**src/rtl/chacha_pkg.sv**
```systemverilog
// Shared types for the ChaCha skid pipeline: per-stage state encoding and occupancy width helper.
package chacha_pkg;

   // Encoding equals the number of words the stage holds, so it doubles as a count.
   typedef enum logic [1:0] {
      ST_EMPTY = 2'd0,
      ST_BUSY  = 2'd1,
      ST_FULL  = 2'd2
   } stage_state_e;

   function automatic int occ_width(input int nb_stage);
      int w;
      w = $clog2(2 * nb_stage + 1);
      return (w < 1) ? 1 : w;
   endfunction

endpackage

```
**src/rtl/chacha_skid_stage.sv**
```systemverilog
// One skid stage: main + skid register under an EMPTY/BUSY/FULL FSM, registered i_ready.
// o_count exposes the FSM state (equal to the words held) for debug and occupancy.
module chacha_skid_stage
   import chacha_pkg::*;
#(
   parameter int DATA_BUS_W = 8
) (
   input  logic                  aclk,
   input  logic                  aresetn,
   input  logic                  srst,
   input  logic                  i_valid,
   output logic                  i_ready,
   input  logic [DATA_BUS_W-1:0] i_data,
   output logic                  o_valid,
   input  logic                  o_ready,
   output logic [DATA_BUS_W-1:0] o_data,
   output logic [1:0]            o_count
);

   // Handshake: a word moves on a rising edge where valid and ready are both high;
   // valid never depends on ready, and i_ready is a flop so o_ready never reaches it combinationally.
   stage_state_e          state_q, state_d;
   logic [DATA_BUS_W-1:0] main_q, main_d;
   logic [DATA_BUS_W-1:0] skid_q, skid_d;
   logic                  rdy_q, rdy_d;
   logic                  take_in, take_out;

   assign take_in  = i_valid & rdy_q;
   assign take_out = (state_q != ST_EMPTY) & o_ready;

   always_comb begin
      state_d = state_q;
      main_d  = main_q;
      skid_d  = skid_q;
      case (state_q)
         ST_EMPTY: begin
            if (take_in) begin
               state_d = ST_BUSY;
               main_d  = i_data;
            end
         end
         ST_BUSY: begin
            if (take_in && !take_out) begin
               state_d = ST_FULL;
               skid_d  = i_data;
            end else if (!take_in && take_out) begin
               state_d = ST_EMPTY;
            end else if (take_in && take_out) begin
               main_d  = i_data;
            end
         end
         ST_FULL: begin
            if (take_out) begin
               state_d = ST_BUSY;
               main_d  = skid_q;
            end
         end
         default: state_d = ST_EMPTY;
      endcase
      // Synchronous clear wins over any transfer in the same cycle.
      if (srst) begin
         state_d = ST_EMPTY;
         main_d  = '0;
         skid_d  = '0;
      end
      rdy_d = (state_d != ST_FULL);
   end

   always_ff @(posedge aclk or negedge aresetn) begin
      if (!aresetn) begin
         state_q <= ST_EMPTY;
         main_q  <= '0;
         skid_q  <= '0;
         rdy_q   <= 1'b0;
      end else begin
         state_q <= state_d;
         main_q  <= main_d;
         skid_q  <= skid_d;
         rdy_q   <= rdy_d;
      end
   end

   assign i_ready = rdy_q;
   assign o_valid = (state_q != ST_EMPTY);
   assign o_data  = main_q;
   assign o_count = state_q;

endmodule

```
**src/rtl/chacha_skid_pipeline.sv**
```systemverilog
// Cascade of NB_STAGE skid stages (NB_STAGE=0 is a wire-through).
// Define CHACHA_PIPE_OCC_EN to get a registered word count on o_occupancy; otherwise it is tied to 0.
module chacha_skid_pipeline
   import chacha_pkg::*;
#(
   parameter int  DATA_BUS_W = 8,
   parameter int  NB_STAGE   = 2,
   localparam int OCC_W      = occ_width(NB_STAGE)
) (
   input  logic                  aclk,
   input  logic                  aresetn,
   input  logic                  srst,
   input  logic                  i_valid,
   output logic                  i_ready,
   input  logic [DATA_BUS_W-1:0] i_data,
   output logic                  o_valid,
   input  logic                  o_ready,
   output logic [DATA_BUS_W-1:0] o_data,
   output logic [OCC_W-1:0]      o_occupancy
);

   if (NB_STAGE == 0) begin : g_bypass
      logic unused_ctl;
      assign unused_ctl  = aclk ^ aresetn ^ srst;
      assign o_valid     = i_valid;
      assign o_data      = i_data;
      assign i_ready     = o_ready;
      assign o_occupancy = '0;
   end else begin : g_pipe
      logic                        vld [NB_STAGE+1];
      logic                        rdy [NB_STAGE+1];
      logic [DATA_BUS_W-1:0]       dat [NB_STAGE+1];
      logic [NB_STAGE-1:0][1:0]    cnt;
      logic                        unused_cnt;

      assign vld[0]        = i_valid;
      assign dat[0]        = i_data;
      assign i_ready       = rdy[0];
      assign o_valid       = vld[NB_STAGE];
      assign o_data        = dat[NB_STAGE];
      assign rdy[NB_STAGE] = o_ready;

      for (genvar k = 0; k < NB_STAGE; k++) begin : g_stage
         chacha_skid_stage #(
            .DATA_BUS_W (DATA_BUS_W)
         ) u_stage (
            .aclk    (aclk),
            .aresetn (aresetn),
            .srst    (srst),
            .i_valid (vld[k]),
            .i_ready (rdy[k]),
            .i_data  (dat[k]),
            .o_valid (vld[k+1]),
            .o_ready (rdy[k+1]),
            .o_data  (dat[k+1]),
            .o_count (cnt[k])
         );
      end

      // Per-stage counts are debug taps; the total below is tracked at the block boundary.
      assign unused_cnt = ^cnt;

`ifdef CHACHA_PIPE_OCC_EN
      // Internal hand-offs conserve words, so boundary in/out keeps the sum of stage counts.
      logic [OCC_W-1:0] occ_q, occ_d;
      logic             take_in, take_out;

      assign take_in  = i_valid & rdy[0];
      assign take_out = vld[NB_STAGE] & o_ready;

      always_comb begin
         occ_d = occ_q + OCC_W'(take_in) - OCC_W'(take_out);
         if (srst) occ_d = '0;
      end

      always_ff @(posedge aclk or negedge aresetn) begin
         if (!aresetn) occ_q <= '0;
         else          occ_q <= occ_d;
      end

      assign o_occupancy = occ_q;
`else
      assign o_occupancy = '0;
`endif
   end

endmodule

```
**config.mk**
```make
export PLATFORM = sky130hd
export DESIGN_NAME = chacha_skid_pipeline
export DESIGN_NICKNAME = d
export VERILOG_FILES = /design/src/rtl/chacha_pkg.sv /design/src/rtl/chacha_skid_stage.sv /design/src/rtl/chacha_skid_pipeline.sv
export SDC_FILE = /design/constraint.sdc
export NUM_CORES = 1
export LEC_CHECK = 0
export CORE_MARGIN = 2
export CORE_UTILIZATION = 55
export DETAILED_ROUTE_END_ITERATION = 10
export GPL_TIMING_DRIVEN = 1
export PLACE_DENSITY = 0.91
export SLEW_MARGIN = 15
export SYNTH_ARGS = -nofsm -noshare
export SYNTH_HDL_FRONTEND = slang
export SYNTH_SLANG_ARGS = --single-unit
```
**constraint.sdc**
```tcl
create_clock -name aclk -period 2.8 [get_ports aclk]
set_clock_uncertainty 0.2 [all_clocks]
set_input_delay 0.56 -clock aclk [delete_from_list [all_inputs] [get_ports aclk]]
set_output_delay 0.56 -clock aclk [all_outputs]
set_load 0.02 [all_outputs]
```
# After elaboration in Yosys (flattened, before gate mapping)
# Cells that the tools add are included.
[totals]
ff_bits = 38
input_bits = 13
output_inout_bits = 13
elab_cells = 82
[op_classes]
eq_ne = 16
muxes = 32
n_bitwise = 3
reduce_logical = 23
[op_table]
columns = ["operator", "n"]
rows = [
  ["$mux 8", 18],
  ["$pmux 8 s3", 2],
  ["$mux 2", 10],
  ["$ne 3x2->1 const B", 5],
  ["$ne 3x3->1 const B", 5],
  ["$pmux 2 s3", 2],
  ["$reduce_and 6->1", 2],
  ["$reduce_bool 2->1", 6],
  ["$reduce_bool 4->1", 2],
  ["$logic_and 1x1->1", 6],
  ["$eq 2x1->1 const B", 2],
  ["$eq 2x2->1 const B", 2],
  ["$logic_not 2->1", 2],
  ["$ne 2x2->1 const B", 2],
  ["$reduce_and 2->1", 2],
  ["$and 1x1->1", 3],
  ["$logic_not 1->1", 3],
]

# Longest topological paths before layout
[logic_depth]
depth_word = 9
depth_mapped = 6
depth_no_buf = 4

# Cells and area by module
# A second synthesis with hierarchy kept.
[hier_totals]
cells_unflattened = 148
hier_area_um2 = 1778.0
[modules_own_cells]
columns = ["module", "instances", "cells_per_inst", "area_per_inst_um2", "seq_area_each_um2"]
rows = [
  ["chacha_skid_stage", 2, 72, 875.8, 475.5],
  ["chacha_skid_pipeline", 1, 4, 26.3, 0.0],
]

# Least setup slack after synthesis
# OpenSTA, ideal clock, no wires.
[synth_path]
kind = "in2reg"
from = "input i_valid"
to = "register g_pipe.g_stage[0].u_stage.main_q[0]"
setup_time_ns = 0.125
t_arrival_ns = 1.547
t_required_ns = 2.475
slack_ns = 0.929
path_stages = 4
path_buffers = 0
path_cell_list = "and4b_1 a211o_4 nor2_8 mux2_2"
[synth_between]
elab_chain_len = 5
elab_cells_between_ends = 10
classes_between = "eq/ne: 4; bitwise: 1; reduce/logical: 5"
[synth_rtl]
columns = ["element", "line", "rtl"]
rows = [
  ["start: declaration", "chacha_skid_pipeline.sv:13", "input logic i_valid,"],
  ["$and 1x1->1 (*)", "chacha_skid_stage.sv:28", "assign take_in = i_valid & rdy_q;"],
  ["$logic_not 1->1", "chacha_skid_stage.sv:46", "end else if (!take_in && take_out) begin"],
  ["$logic_and 1x1->1", "chacha_skid_stage.sv:46", ""],
  ["$ne 3x3->1 (no source line)", "n/a", ""],
  ["$reduce_and 6->1 (no source line) (*)", "n/a", ""],
  ["end signal: assignment", "chacha_skid_stage.sv:77", "main_q <= main_d;"],
  ["end: declaration", "chacha_skid_stage.sv:23", "logic [DATA_BUS_W-1:0] main_q, main_d;"],
]
# Mark *: on every way between the ends. The rest lies on a longest branch, timed or not.
# A chain may end at the register's enable or synchronous reset.

# Worst setup path after layout
[layout_path]
from = "register g_pipe.g_stage[1].u_stage.state_q[0]"
to = "output o_valid"
[layout_between]
elab_chain_len = 1
[layout_rtl]
columns = ["element", "line", "rtl"]
rows = [
  ["start: declaration", "chacha_skid_stage.sv:22", "stage_state_e state_q, state_d;"],
  ["start signal: assignment", "chacha_skid_stage.sv:76", "state_q <= state_d;"],
  ["$reduce_bool 2->1", "chacha_skid_stage.sv:84", "assign o_valid = (state_q != ST_EMPTY);"],
  ["end: declaration", "chacha_skid_pipeline.sv:16", "output logic o_valid,"],
]
# Every way passes these cells.

==> results by stage <==
Worst setup path:
- The source of the critical timing path is g_pipe.g_stage[1].u_stage.o_count[0]$_DFF_PN0_.
- Data on the critical path is required at its endpoint by 2.04 ns.
- The critical path is of the reg2out type.
- The largest fanout on the critical path is 4.
- The data arrival at the endpoint of the critical path is 1.59 ns.
- STA classifies the critical path endpoint as an output pin.
- The worst setup path is launched from a register.
- The worst reg2reg path startpoint is g_pipe.g_stage[0].u_stage.o_count[1]$_DFF_PN0_.

Global routing:
- For met2 alone, demand over resource in global routing was 0.360.
- The layer with the highest usage is met2.
- The number of antenna violations at the first check in global routing is 0.
- The global-route met1 utilization is 0.254.
- Entering global routing, the biggest net connects 39 pins.
- The met3 global-route usage is 0.0600.
- Global routing finished with a remaining overflow of 0.
- The number of global-route vias before repair is 1,244.
- The global-route wire length before repair is 5790 microns.
- The combined global-route utilization of all metal layers is 0.211.

Synthesis:
- The number of warnings printed during yosys synthesis is 0.
- Yosys mapped the design onto 33 distinct sky130hd cell types.
- The post-synthesis sequential area ratio is 0.513.
- After synthesis the cells add up to 1850 sq um.
- Synthesis inferred 38 register bits.
- The mean area per synthesized cell is 10.8 sq um.
- The synthesized netlist cell count is 171.

CTS:
- The clock net in this run drives a total of 38 sinks.
- The cell at the root of the clock tree is clkbuf_4.
- The longest clock path from root to sink contains 2 buffers.
- The number of post-CTS setup repair buffers is 0.
- The clock insertion delay at the later pin of the skew report is 0.34 ns.
- The number of H-tree levels is 2.
- The number of clock buffers added by TritonCTS is 5.
- After clock tree synthesis, the clock-pin slew on the worst setup and hold paths is 0.11 ns.
- The number of gates resized after CTS was 0.
- In this run, post-CTS hold repair placed 0 buffers.
- The TritonCTS clock tree is yes.

Timing:
- Setup repair after global routing left no endpoint under its margin.
- Final hold analysis gives a worst-case slack of 0.309 ns.
- Static timing analysis puts the maximum clock frequency at 0.425 GHz.
- Setup total negative slack on the finished layout was measured at 0 ns.
- Setup violations remaining at the end of the flow were counted as 0.
- The worst-margin pin slew is 0.836 ns.
- Headroom to the max-slew limit came out at 0.438.
- The share of the cycle needed by the critical path after routing is 0.840.
- The count of final hold-check violations came to 0.
- The number of max-slew violations in the final report is 0.
- The final critical delay including setup and external delays is 2.35 ns.

Routing:
- The average routed wire per standard cell is 15.3 microns.
- Across all layers, the routed design uses 1,302 vias.
- The number of iterations in the first detailed-routing pass is 4.
- After the first detailed-routing iteration, the DRC count stood at 69.
- The number of remaining DRC errors is 0.
- After detailed routing, the number of vias per cell comes to 5.61.
- The detail route stage leaves a number of antenna-violating nets equal to 0.
- The wire length reported by the detailed router is 3560 microns.

Placement:
- Routability-driven placement finished with a final weighted congestion of 0.724.
- During placement, the flow inserted port buffers numbering 22.
- The estimated wirelength of the detail-placed design is 2410 microns.

Die:
- The initial standard-cell utilization of the core is 0.564.
- The die is 62.0 microns tall.
- The total die area is 3850 sq um.
- 26 I/O pins were placed.
- After floorplanning, the core was divided into 21 placement rows.
- Measured along the x axis, the die boundary spans 62.0 microns.
- In this run the standard cell core region covers 3280 sq um.

Pwr:
- The analysis attributes to cell leakage a power of 0.996 nW.
- The worst vdd rail ir drop is 0.000274 V.
- The power density over the cells is 536 nW/um^2.

Layout:
- The fraction of final layout cells with drive strength greater than 1 is 0.118.
- Compared with the post-synthesis result, the final layout area differs by 14.3%.
- The number of nets in the layout is 199.
- 0 antenna diodes ended up in the layout.

Worst hold path:
- The min-delay analysis places its worst path in the category reg2reg.
- The origin of the worst min-delay path is g_pipe.g_stage[0].u_stage.skid_q[2]$_DFFE_PN0P_.

Run:
- Max-cap violations in this run came to 0.

Outcome:
- The run finished with clean final reports.
registers in the layout (all words and copies together) (netlist names):
name	flops
g_pipe.g_stage.u_stage.i_ready	2
g_pipe.g_stage.u_stage.o_count	4
g_pipe.g_stage.u_stage.o_data	16
g_pipe.g_stage.u_stage.skid_q	16
layer usage:
layer  routed length (microns)  part of all wire  vias to the layer above
met5                         0                 0                        -
met4                        72             0.020                        0
li1                          -                 -                      617
met2                      1860              0.52                       41
met3                       140             0.039                        7
met1                      1490              0.42                      637
synth_stat cells:
library cell,number,share of area
dfrtp_1,38,0.51
nor2_1,22,0.045
mux2i_1,17,0.092
nand2_1,17,0.034
buf_4,12,0.049
a211oi_1,8,0.032
a21oi_1,8,0.022
a22o_1,8,0.038
mux2_2,5,0.030
inv_1,4,0.0081
buf_2,3,0.0081
clkbuf_1,3,0.0061
nand2b_1,3,0.010
nor2b_1,3,0.010
a311oi_1,2,0.0095
a211o_4,1,0.0095
a221oi_1,1,0.0047
a2bb2oi_1,1,0.0047
a32o_2,1,0.0061
and4b_1,1,0.0054
and4bb_2,1,0.0068
buf_1,1,0.0020
buf_6,1,0.0061
conb_1,1,0.0020
mux2_1,1,0.0061
nand3b_1,1,0.0041
nor2_8,1,0.011
nor3_1,1,0.0027
nor4_2,1,0.0068
o21a_1,1,0.0041
or2_2,1,0.0034
or3_1,1,0.0034
xor2_1,1,0.0047
path summary, 6_finish.rpt:
kind                                                                   end  slack [ns]  cells after the start
setup / recovery                                                   o_valid        0.45                      2
hold / removal             g_pipe.g_stage[0].u_stage.skid_q[2]$_DFFE_PN0P_        0.31                      1
setup reg to reg           g_pipe.g_stage[0].u_stage.o_data[2]$_DFFE_PN0P_        0.81                      5
hold reg to reg            g_pipe.g_stage[0].u_stage.skid_q[2]$_DFFE_PN0P_        0.31                      1
max in group asynchronous      g_pipe.g_stage[0].u_stage.i_ready$_DFF_PN0_        1.66                      2
min in group asynchronous  g_pipe.g_stage[1].u_stage.o_data[3]$_DFFE_PN0P_        0.41                      2
cells in the final DEF, fill, tap and decap left out, types with 2 or more instances in the layout:
| cell type | n |
|---|---|
| clkdlybuf4s50_1 | 22 |
| mux2_2 | 5 |
| a311oi_1 | 2 |
| nor2b_1 | 3 |
| dfrtp_1 | 38 |
| inv_1 | 4 |
| a21oi_1 | 8 |
| nand2_1 | 17 |
| a211oi_1 | 8 |
| mux2i_1 | 17 |
| nor2_1 | 22 |
| a22o_1 | 8 |
| nand2b_1 | 3 |
| conb_1 | 3 |
| clkbuf_4 | 5 |
| buf_4 | 4 |
metrics by stage:
step	instance area [sq um]	utilization	power, mW	cells	setup slack (ns)
global route	2120	0.645	1.18	232	0.368
global placement	2040	0.620	0.753	225	0.453
CTS	2120	0.645	1.14	232	0.435
finish	2120	0.645	1.13	232	0.448
detailed placement	2040	0.620	0.762	225	0.399
floorplan	1860	-	0.709	173	0.929
report_power, final:
part           internal (mW)  switching, mW  leakage [nW]  total, mW
registers              0.572         0.0183         0.504      0.591
logic                 0.0752         0.0863         0.448      0.162
clock network          0.208          0.175        0.0443      0.382
total                  0.855          0.279         0.996       1.13
logic make-up after synthesis:
| family | count (synthesis) | synth area share |
|---|---|---|
| AND/OR/NAND/NOR | 53 | 0.142 |
| buffers and inverters | 24 | 0.0790 |
| multiplexers | 23 | 0.128 |
| AO/OA/AOI/OAI | 31 | 0.130 |
| flip-flops | 38 | 0.513 |
| other | 1 | 0.00202 |
| XOR/XNOR | 1 | 0.00473 |
critical path, cell delays in order, from the launching register on:
cell,delay [ns]
dfrtp_1,0.42
or2_2,0.29
clkdlybuf4s50_1,0.53
final cells by class:
class | instances | area, sq um
multi-input cells | 111 | 763
well taps | 46 | 57.6
flip-flops and latches | 38 | 951
fillers | 266 | 1170
inverters | 4 | 15.0
clock buffers | 6 | 51.3
repair buffers | 26 | 250
clock inverters | 1 | 30.0
Power figures use the tool's default switching activity.
==> variant, RTL diff (same settings) <==
Add a define of `CHACHA_PIPE_OCC_EN`.
--- a/src/rtl/chacha_skid_pipeline.sv
+++ b/src/rtl/chacha_skid_pipeline.sv
@@ -1,5 +1,7 @@
 // Cascade of NB_STAGE skid stages (NB_STAGE=0 is a wire-through).
 // Define CHACHA_PIPE_OCC_EN to get a registered word count on o_occupancy; otherwise it is tied to 0.
+`define CHACHA_PIPE_OCC_EN
+
 module chacha_skid_pipeline
    import chacha_pkg::*;
 #(
Formal check against the unedited RTL: not equivalent (Yosys sat finds a counterexample within 4 cycles, from zero or initial values and one cycle with aresetn low).
==> variant against the unedited design <==
Sequential cell count increased by 3. Sequential power increased by 9.5%. Combinational power increased by 25%. Synthesized area increased by 10%. Wire length decreased by 0.45%. Worst setup slack got worse by 0.026 ns. Clock power increased by 2%. Power increased by 9.4%. Final area increased by 11%. Critical path depth unchanged.
==> variant: results <==
metrics = {
    "setup_path": {
        "regToRegStartpoint": "g_pipe.g_stage[1].u_stage.o_count[0]$_DFF_PN0_",
        "r2r_cells": 7,
        "cp_data_arrival_time_ns": 1.62,
        "crit_path_max_fanout": 8,
    },
    "power_and_ir_drop": {
        "clockPowerShare_pct": 31.5,
        "peakVddDrop_mv": 0.288,
        "leakagePower_nw": 1.06,
        "powerDensity_mw_per_mm2": 529,
        "switchingPower_mw": 0.323,
    },
    "global_routing": {
        "grtUsageMet1_pct": 24.5,
        "use_met3_pct": 3.47,
        "grt_util_met2_pct": 30.4,
        "grt_pass1_wl_um": 6100,
        "grt_pass1_vias": 1393,
        "grt_max_degree": 42,
        "track_usage_pct": 18.8,
    },
    "placed_design": {
        "place_congestion": 0.788,
        "place_ws_ns": 0.260,
        "place_area_mm2": 0.00225,
        "port_buffers": 25,
        "hpwl_um": 2500,
    },
    "sta": {
        "timing.slew.headroom_pct": 40.3,
        "setup_slack_ns": 0.423,
        "holdWs_ns": 0.175,
    },
    "cts": {
        "clkTransAtPathRegs_ns": 0.08,
        "cts_root_buf": "clkbuf_8",
    },
    "final_layout": {
        "fin_area_mm2": 0.00234,
        "drive_gt1_share_pct": 12.7,
        "nets": 219,
        "n_fill_cell": 277,
    },
    "yosys": {
        "yosysSeqAreaShare_pct": 50.3,
        "syn_avg_cell_area_um2": 10.9,
        "netlist-cell-type-count": 37,
        "synthTopCellsByArea": "dfrtp_1, mux2i_1, mux2_2, nand2_1, a22o_1",
        "ys_async_sr_fraction_pct": 100,
    },
    "routing": {
        "wl_met2_um": 1750,
        "totalWireLength_um": 3550,
        "drt_iter0_markers": 164,
        "vias_per_cell": 5.54,
    },
    "run_status": {
        "status": "finished, final reports clean",
    },
    "worst_hold_path": {
        "hp-class": "input pin to asynchronous set/reset pin",
    },
}
variant: cell count changes in the layout (fill, tap and decap cells not counted), sizes merged, moves of 3 or more:
cell	unedited run	this run
dfrtp	38	41
nand2	17	25
o21ai	0	3
conb	3	0
o31ai	0	8
nor2	23	16
xnor2	0	3
a211oi	8	0
variant: critical path, stage by stage, from the launching register on:
cell	delay [ns]
dfrtp_1	0.47
or2_2	0.32
clkdlybuf4s50_1	0.53
variant: final cells by class:
type                       count  area [um^2]  area share (%)
clock buffer                   6         82.6            3.52
clock inverter                 1         7.51           0.320
inverter                       3         11.3           0.480
multi-input combinational    125          890            37.9
sequential                    41         1030            43.8
tap                           48         60.1            2.56
timing repair buffer          28          268            11.4
variant: cell families after synthesis:
group / share of synthesized area (%)
multiplexers: 12.3
flip-flops: 50.3
buffers and inverters: 6.13
adder cells (fa/ha/maj): 1.59
AO/OA/AOI/OAI: 13.2
XOR/XNOR: 2.15
AND/OR/NAND/NOR: 14.3
